## src/rtl/ay_wait.sv

```systemverilog
// Stretches Z80 I/O cycles in turbo modes so the PSG sees bdir/bc1 for HOLD_EDGES AY clock edges.
// Latency: wait_req rises 1 clk28 after the decoder asserts ay_cycle; wait_req is itself the CPU stall.
module ay_wait #(
  parameter int HOLD_EDGES = 2,
  parameter int RECOVERY   = 2,
  parameter int TIMEOUT    = 63
) (
  input  logic       clk28,
  input  logic       rst,
  input  logic       en,
  input  logic [1:0] turbo,
  input  logic       ck35,
  input  logic       ay_clk,
  input  logic       ay_cycle,
  output logic       wait_req,
  output logic       busy,
  output logic       timeout
);

  typedef enum logic [1:0] {
    S_IDLE    = 2'd0,
    S_HOLD    = 2'd1,
    S_RELEASE = 2'd2,
    S_RECOVER = 2'd3
  } state_t;

  state_t     state_q, state_d;
  logic       ay_cycle_q, ay_clk_q;
  logic [3:0] ecnt_q, ecnt_d;
  logic [3:0] rcnt_q, rcnt_d;
  logic [7:0] tcnt_q, tcnt_d;
  logic       timeout_q, timeout_d;

  logic       rise, ay_edge;
  logic [4:0] ecnt_inc;
  logic [8:0] tcnt_inc;

  assign rise     = ay_cycle && !ay_cycle_q;
  assign ay_edge  = ay_clk && !ay_clk_q;
  assign ecnt_inc = {1'b0, ecnt_q} + {4'd0, ay_edge};
  assign tcnt_inc = {1'b0, tcnt_q} + 9'd1;

  always_ff @(posedge clk28 or posedge rst) begin
    if (rst) begin
      state_q    <= S_IDLE;
      ay_cycle_q <= 1'b0;
      ay_clk_q   <= 1'b0;
      ecnt_q     <= 4'd0;
      rcnt_q     <= 4'd0;
      tcnt_q     <= 8'd0;
      timeout_q  <= 1'b0;
    end else begin
      state_q    <= state_d;
      ay_cycle_q <= ay_cycle;
      ay_clk_q   <= ay_clk;
      ecnt_q     <= ecnt_d;
      rcnt_q     <= rcnt_d;
      tcnt_q     <= tcnt_d;
      timeout_q  <= timeout_d;
    end
  end

  always_comb begin
    state_d   = state_q;
    ecnt_d    = ecnt_q;
    rcnt_d    = rcnt_q;
    tcnt_d    = tcnt_q;
    timeout_d = 1'b0;
    if (!en) begin
      state_d = S_IDLE;
      ecnt_d  = 4'd0;
      rcnt_d  = 4'd0;
      tcnt_d  = 8'd0;
    end else begin
      case (state_q)
        S_IDLE: begin
          // turbo is only looked at here; native timing needs no stretch
          if (rise && turbo != 2'd0) begin
            state_d = S_HOLD;
            ecnt_d  = 4'd0;
            tcnt_d  = 8'd0;
          end
        end
        S_HOLD: begin
          ecnt_d = ecnt_inc[3:0];
          tcnt_d = tcnt_inc[7:0];
          if (!ay_cycle) begin
            state_d = S_RECOVER;
            rcnt_d  = 4'd0;
          end else if (ecnt_inc >= 5'(HOLD_EDGES)) begin
            state_d = S_RELEASE;
          end else if (tcnt_inc >= 9'(TIMEOUT)) begin
            state_d   = S_RELEASE;
            timeout_d = 1'b1;
          end
        end
        S_RELEASE: begin
          if (!ay_cycle) begin
            state_d = S_RECOVER;
            rcnt_d  = 4'd0;
          end
        end
        S_RECOVER: begin
          if (rcnt_q >= 4'(RECOVERY)) begin
            if (ay_cycle) begin
              state_d = S_HOLD;
              ecnt_d  = 4'd0;
              tcnt_d  = 8'd0;
            end else begin
              state_d = S_IDLE;
            end
          end else if (ck35 && rcnt_q != 4'hF) begin
            rcnt_d = rcnt_q + 4'd1;
          end
        end
        default: state_d = S_IDLE;
      endcase
    end
  end

  // A new access arriving during recovery must stall until the gap is honoured
  assign wait_req = (state_q == S_HOLD) || (state_q == S_RECOVER && ay_cycle);
  assign busy     = (state_q != S_IDLE);
  assign timeout  = timeout_q;

endmodule
```

## config.mk

```make
export PLATFORM = sky130hd
export DESIGN_NAME = ay_wait
export DESIGN_NICKNAME = d
export VERILOG_FILES = /design/src/rtl/ay_wait.sv
export SDC_FILE = /design/constraint.sdc
export NUM_CORES = 1
export LEC_CHECK = 0
export ABC_AREA = 1
export CAP_MARGIN = 20
export CORE_MARGIN = 3
export CORE_UTILIZATION = 51
export DETAILED_ROUTE_END_ITERATION = 6
export GPL_TIMING_DRIVEN = 0
export PLACE_DENSITY = 0.74
export SYNTH_ARGS = -nofsm -noshare
export SYNTH_HDL_FRONTEND = slang
export SYNTH_SLANG_ARGS = --single-unit
```

## constraint.sdc

```tcl
create_clock -name clk28 -period 1.8 [get_ports clk28]
set_clock_uncertainty 0.2 [all_clocks]
set_input_delay 0.54 -clock clk28 [delete_from_list [all_inputs] [get_ports clk28]]
set_output_delay 0.54 -clock clk28 [all_outputs]
set_load 0.01 [all_outputs]
```

==> run_results.csv, run 1 <==
group,metric,value,unit
sta,hold_viol,0,
floorplanning,initial_core_util,57.0,%
placement,hpwlAfterDp,2.02,mm
power_and_ir_drop,seqPwrFrac,24.6,%
yosys,synth_edf_count,0,
critical_path,r2r_setup_slack,-0.22,ns
finish,fillCellCount,137,
yosys,netlist_area,0.00135,mm^2
yosys,synth.most_common_cell,"nand2_1",
critical_path,crit_buf_inv,3,
grt,grt_pass1_wl,5.59,mm
floorplanning,rows,17,
yosys,synth_flop_cell,"dfrtp_1",
grt,grt_pass1_vias,1227,
cts,clock-sinks,21,
sta,period_needed,2.06,ns
cts,cts_tree,"done",
cts,cts.clk_slew.worst_paths,0.14,ns
critical_path,critPathKind,"register to primary output",
sta,worstMarginPinSlew,0.808,ns
yosys,synthCells,172,
route,drc,0,
yosys,avgSynthCellArea,7.82,um^2
critical_path,worstPathCellList,"buf_6 > ha_4 > inv_2 > nand2_2 > buf_6",
route,drtIter0Drc,74,
outcome,failed_checks,"setup timing",
floorplanning,core,0.00236,mm^2
floorplanning,fp.dieH,57.4,um
yosys,syn-num-nets,191,
placement,io_buffer_count,9,
grt,grt-ovfl-total,0,
critical_path,timing.rr.end,"tcnt_q[5]$_DFFE_PP0P_",
yosys,synth_cell_types,23,
critical_path,slowest_delay,0.43,ns
sta,min_period_over_period,114,%
cts,max-clock-path-buffers,2,
critical_path,cp-end-kind,"primary output",
finish,diodes,0,
finish,synthToLayoutAreaGrowth,45.5,%
finish,fin_util,82.9,%
route,ant_nets,0,
placement,place.gp.congestion,0.843,
cts,numCtsBuffers,3,
yosys,async_flop_share,100,%
sta,setup_violations,16,
finish,drive_gt1_share,43.1,%
sta,setup_slack,-0.257,ns
hold_path,min_path_type,"input port to register",
power_and_ir_drop,p_sw,0.973,mW
yosys,ys_ff_latch,21,
yosys,yosysSeqAreaShare,39.1,%
yosys,synth_warnings,0,
yosys,synth.area.top_cells,"dfrtp_1, nand2_1, ha_1, inv_1, nand3_1",
yosys,synth_top_area_share,39.1,%
critical_path,cp-startpoint,"state_q[0]$_DFFE_PP0P_",
critical_path,cp_data_required_time,1.06,ns
grt,grt_max_degree,22,
power_and_ir_drop,peakVddDrop,0.959,mV
power_and_ir_drop,power_frac_comb,64.6,%
hold_path,hold_end,"ay_clk_q$_DFF_PP0_",
grt,grt_usage,21.8,%
critical_path,crit_family,"flip-flops",
hold_path,min-delay-start,"ay_clk",
route,first_pass_iters,4,
power_and_ir_drop,power.internal,1.32,mW
yosys,synth.top_cells.by_count,"nand2_1, inv_1, dfrtp_1, nand3_1, nor2_1",
route,drt-wirelength-per-cell,15.5,um
power_and_ir_drop,powerDensity,1170,mW/mm^2
sta,grt_setup_unrepaired,"true",
cts,clock_latency,0.32,ns
critical_path,rr_worst_depth,11,
critical_path,worst_path_max_delay_cell,"dfrtp_1",
power_and_ir_drop,swShare,42.5,%
job,max-cap-violations,0,
grt,antenna_found_initial,0,
critical_path,worstPathMaxFanout,3,
critical_path,arrival,1.32,ns
finish,nNetsFinal,229,
sta,maxSlewHeadroom,46.1,%
power_and_ir_drop,clkPwrFrac,10.7,%
sta,hold_ws,0.208,ns
sta,report.final.slew_viol_count,0,
cts,root_buffer,"clkbuf_4",
floorplanning,dieWidth,57.4,um
yosys,synth_top_area_cell,"dfrtp_1",
route,viasPerCell,5.50,
critical_path,r2r_start,"state_q[1]$_DFFE_PP0P_",
outcome,status,"complete, but fails checks",
cts,cts.htree.levels,1,
floorplanning,die-area,0.00329,mm^2
route,dr_total_vias,1304,
route,routed_wl,3.68,mm
sta,fmaxAchievable,0.486,GHz
critical_path,worstSetupStartpointType,"register",
critical_path,cpMostUsedCell,"buf_6",
hold_path,holdPathStages,1,
power_and_ir_drop,p_leak,0.942,nW
floorplanning,pin_count,11,
==> worst max path at each step <==
stage	to	slack, ns	depth (start not counted)
5_1_grt	wait_req	-0.29	5
6_report	wait_req	-0.26	5
3_5_place_dp	state_q[0]$_DFFE_PP0P_	-0.80	11
2_1_floorplan	state_q[0]$_DFFE_PP0P_	-0.05	10
4_1_cts	wait_req	-0.20	5
3_3_place_gp	wait_req	-0.80	4
==> state kept, by name, indices dropped and copies added (netlist names) <==
| register | cells |
|---|---|
| tcnt_q | 8 |
| ecnt_q | 4 |
| rcnt_q | 4 |
| state_q | 2 |
| ay_clk_q | 1 |
| ay_cycle_q | 1 |
| timeout | 1 |
==> layer usage <==
layer	routed length (um)	track usage, %	vias to the layer above
li1	-	-	619
met1	1560	28.0	638
met2	1910	37.6	37
met3	126	2.71	10
met4	91	7.28	0
met5	0	0	-
==> through the flow <==
| stage | worst slack (ns) | power (mW) | setup TNS [ns] | instances | instance area (um^2) |
|---|---|---|---|---|---|
| after global routing | -0.287 | 2.42 | -3.75 | 237 | 1960 |
| final | -0.257 | 2.29 | -2.51 | 237 | 1960 |
| after floorplan | -0.0505 | 1.09 | -0.0894 | 172 | 1390 |
| after CTS | -0.198 | 1.95 | -1.53 | 230 | 1790 |
| after global placement | -0.796 | 1.27 | -8.34 | 209 | 1520 |
| after detailed placement | -0.803 | 1.29 | -8.85 | 209 | 1520 |
==> logic make-up after synthesis <==
family,synth area share [%]
flops,39.1
buf+inv,8.37
xor+xnor,1.30
simple gates,32.1
fa+ha+maj,10.2
compound gates,8.93
==> power by group through the flow <==
stage / Clock, mW / Combinational (mW) / Sequential [mW]
2_1_floorplan: 0 / 0.523 / 0.563
3_3_place_gp: 0 / 0.699 / 0.572
3_5_place_dp: 0 / 0.710 / 0.577
4_1_cts: 0.240 / 1.15 / 0.557
5_1_grt: 0.260 / 1.59 / 0.568
6_report: 0.246 / 1.48 / 0.563
==> area by class of cell <==
type                    count  area (um^2)  area share, %
well taps                  28         35.0           1.79
multi-input cells         125          935           47.8
flip-flops and latches     21          527           26.9
clock buffers               4         26.3           1.34
plain buffers               2         22.5           1.15
repair buffers             33          307           15.7
inverters                  24          105           5.37
==> what timing repair did <==
action	4_1_cts	5_1_grt
setup endpoints to repair	18	20
pin swaps	14	19
resized for setup	49	36
gates cloned	1	0
hold buffers	0	0
setup buffers	16	7
==> layout by cell type, fill, tap and decap left out, types with 6 or more instances in the layout <==
cell / instances
inv_1: 16
nor2_1: 7
nand2_2: 13
buf_6: 15
buf_4: 13
dfrtp_1: 20
ha_4: 7
nand3_1: 12
inv_2: 6
nand2_1: 38
nor2_2: 7
nor2_4: 6
Power figures use the tool's default switching activity.
==> run 2, diff against run 1 <==
ABC_AREA = unset   (was 1)
CORE_UTILIZATION = 54   (was 51)
CTS_BUF_LIST = sky130_fd_sc_hd__clkbuf_8   (was unset)
PLACE_DENSITY = 0.78   (was 0.74)
==> run_results.csv, run 2 <==
group,metric,value,unit
hold_path,min_path_type,"input port to register",
power_and_ir_drop,p_leak,0.932,nW
route,drc,0,
placement,postPlaceCellArea,0.00159,mm^2
finish,final_area,0.00216,mm^2
sta,setup_slack,-0.555,ns
yosys,syn-num-nets,166,
critical_path,worstSetupStartpointType,"register",
critical_path,cp-end-kind,"register",
sta,hold_viol,0,
yosys,synth_edf_count,0,
yosys,synth_top_area_share,39.2,%
yosys,async_flop_share,100,%
route,ant_nets,0,
sta,report.final.slew_viol_count,0,
cts,cts_tree,"done",
power_and_ir_drop,peakVddDrop,1.31,mV
outcome,status,"complete, but fails checks",
floorplanning,initial_core_util,58.9,%
yosys,netlist_area,0.00134,mm^2
yosys,ys_ff_latch,21,
critical_path,critPathKind,"register to register",
finish,drive_gt1_share,52.0,%
yosys,synth_top_area_cell,"dfrtp_1",
grt,grt_usage,26.4,%
sta,worstMarginPinSlew,0.879,ns
grt,grt_pass1_vias,1383,
floorplanning,fp.dieH,55.8,um
grt,grt-ovfl-total,0,
placement,place.gp.congestion,0.823,
placement,dp_slack,-0.955,ns
yosys,synth.area.top_cells,"dfrtp_1, ha_1, o21ai_0, nand2_1, nor2_1",
finish,diodes,0,
sta,grt_setup_unrepaired,"true",
grt,grt_max_degree,22,
critical_path,rr_worst_depth,6,
route,dr_total_vias,1591,
cts,clock-sinks,21,
yosys,synth_cell_types,42,
critical_path,r2r_setup_slack,-0.56,ns
floorplanning,core,0.00228,mm^2
finish,final_cells,226,
yosys,avgSynthCellArea,9.12,um^2
route,viasPerCell,7.04,
critical_path,cp-startpoint,"tcnt_q[1]$_DFFE_PP0P_",
finish,reg.largest.list,"tcnt_q x8, ecnt_q x4, rcnt_q x4",
placement,hpwlAfterDp,2.12,mm
sta,hold_ws,0.174,ns
yosys,synth.most_common_cell,"dfrtp_1",
cts,max-clock-path-buffers,2,
route,drtIter0Drc,203,
critical_path,cp_data_required_time,1.75,ns
floorplanning,die-area,0.00312,mm^2
finish,nNetsFinal,218,
sta,fmaxAchievable,0.425,GHz
cts,cts.clk_slew.worst_paths,0.09,ns
finish,top_register,"tcnt_q",
route,first_pass_iters,5,
sta,period_needed,2.36,ns
route,drt-wirelength-per-cell,26.3,um
floorplanning,pin_count,11,
cts,clock_latency,0.27,ns
cts,cts.htree.levels,1,
finish,final_cell_mix,"buf_4, dfrtp_1, buf_6",
floorplanning,rows,17,
floorplanning,dieWidth,55.8,um
cts,root_buffer,"clkbuf_8",
yosys,yosysSeqAreaShare,39.2,%
sta,maxSlewHeadroom,41.3,%
cts,numCtsBuffers,3,
placement,dp.cells,184,
critical_path,timing.rr.end,"state_q[0]$_DFFE_PP0P_",
grt,grt_pass1_wl,6.53,mm
sta,setup_violations,21,
route,routed_wl,5.94,mm
critical_path,crit_end,"state_q[0]$_DFFE_PP0P_",
finish,fillCellCount,64,
yosys,synth_warnings,0,
critical_path,worstPathMaxFanout,5,
placement,io_buffer_count,9,
finish,largest_reg_flops,8,
finish,final_common_cell,"buf_4",
critical_path,r2r_start,"tcnt_q[1]$_DFFE_PP0P_",
yosys,synthCells,147,
yosys,synth_flop_cell,"dfrtp_1",
yosys,synth.top_cells.by_count,"dfrtp_1, nand2_1, nor2_1, o21ai_0, ha_1",
grt,antenna_found_initial,0,
power_and_ir_drop,powerDensity,1130,mW/mm^2
finish,synthToLayoutAreaGrowth,61.1,%
job,max-cap-violations,0,
sta,min_period_over_period,131,%
critical_path,arrival,2.31,ns
outcome,failed_checks,"setup timing",
-- run 2: area by class of cell --
type	count	area (um^2)	share of cell area, %
Multi-Input combinational cell	111	1040	48.1
Sequential cell	21	529	24.5
Timing Repair Buffer	48	432	20.0
Inverter	11	46.3	2.14
Clock buffer	3	41.3	1.91
Tap cell	28	35.0	1.62
Buffer	3	31.3	1.45
Clock inverter	1	5.00	0.232
-- run 2: logic make-up (layout without fill, tap and decap cells) --
logic type,Yosys count,in the layout,synth area share (%)
buffers and inverters,15,66,4.67
adders and majority gates,11,11,10.3
DFF,21,21,39.2
and+or+nand+nor,59,59,22.6
AOI/OAI and AO/OA,39,39,21.8
muxes,2,2,1.49
-- run 2: timing repair --
item,4_1_cts,5_1_grt
setup buffers,28,13
hold buffers,0,0
setup endpoints to repair,22,21
pin swaps,22,18
resized for setup,54,28
-- run 2: critical path, stage by stage, from the launching register on --
cell      delay [ns]
dfrtp_2         0.48
buf_4           0.16
and3_1          0.24
nor4_1          0.42
o32a_1          0.37
a211oi_2        0.11
a211o_1         0.25
-- run 2: how the worst min path moves through the flow --
stage / endpoint / cells after the start / slack, ns / startpoint
floorplan: ecnt_q[3]$_DFFE_PP0P_ / 1 / 0.24 / ecnt_q[3]$_DFFE_PP0P_
global placement: ecnt_q[3]$_DFFE_PP0P_ / 1 / 0.29 / ecnt_q[3]$_DFFE_PP0P_
detailed placement: ecnt_q[3]$_DFFE_PP0P_ / 1 / 0.31 / ecnt_q[3]$_DFFE_PP0P_
CTS: ay_clk_q$_DFF_PP0_ / 1 / 0.18 / ay_clk
global route: ay_clk_q$_DFF_PP0_ / 1 / 0.17 / ay_clk
finish: ay_clk_q$_DFF_PP0_ / 1 / 0.17 / ay_clk
-- run 2: routing by layer --
layer | global-route usage [%] | part of all wire (%)
met2 | 47.1 | 46
met3 | 3.71 | 10
met1 | 31.5 | 35
met5 | 0 | 0
met4 | 11.2 | 8.7
-- run 2: stage by stage --
step	utilization (%)	TNS (ns)	total power, mW
after detailed placement	69.7	-14.12	1.27
after global placement	69.7	-13.27	1.24
after floorplan	-	-1.61	1.09
after CTS	86.7	-3.37	2.03
after global routing	94.8	-8.28	2.52
final	94.8	-7.68	2.44
-- run 2: power by group --
group          switching (mW)  total (mW)  internal [mW]
registers              0.0411       0.546          0.505
logic                   0.776        1.56          0.780
clock network           0.180       0.335          0.155
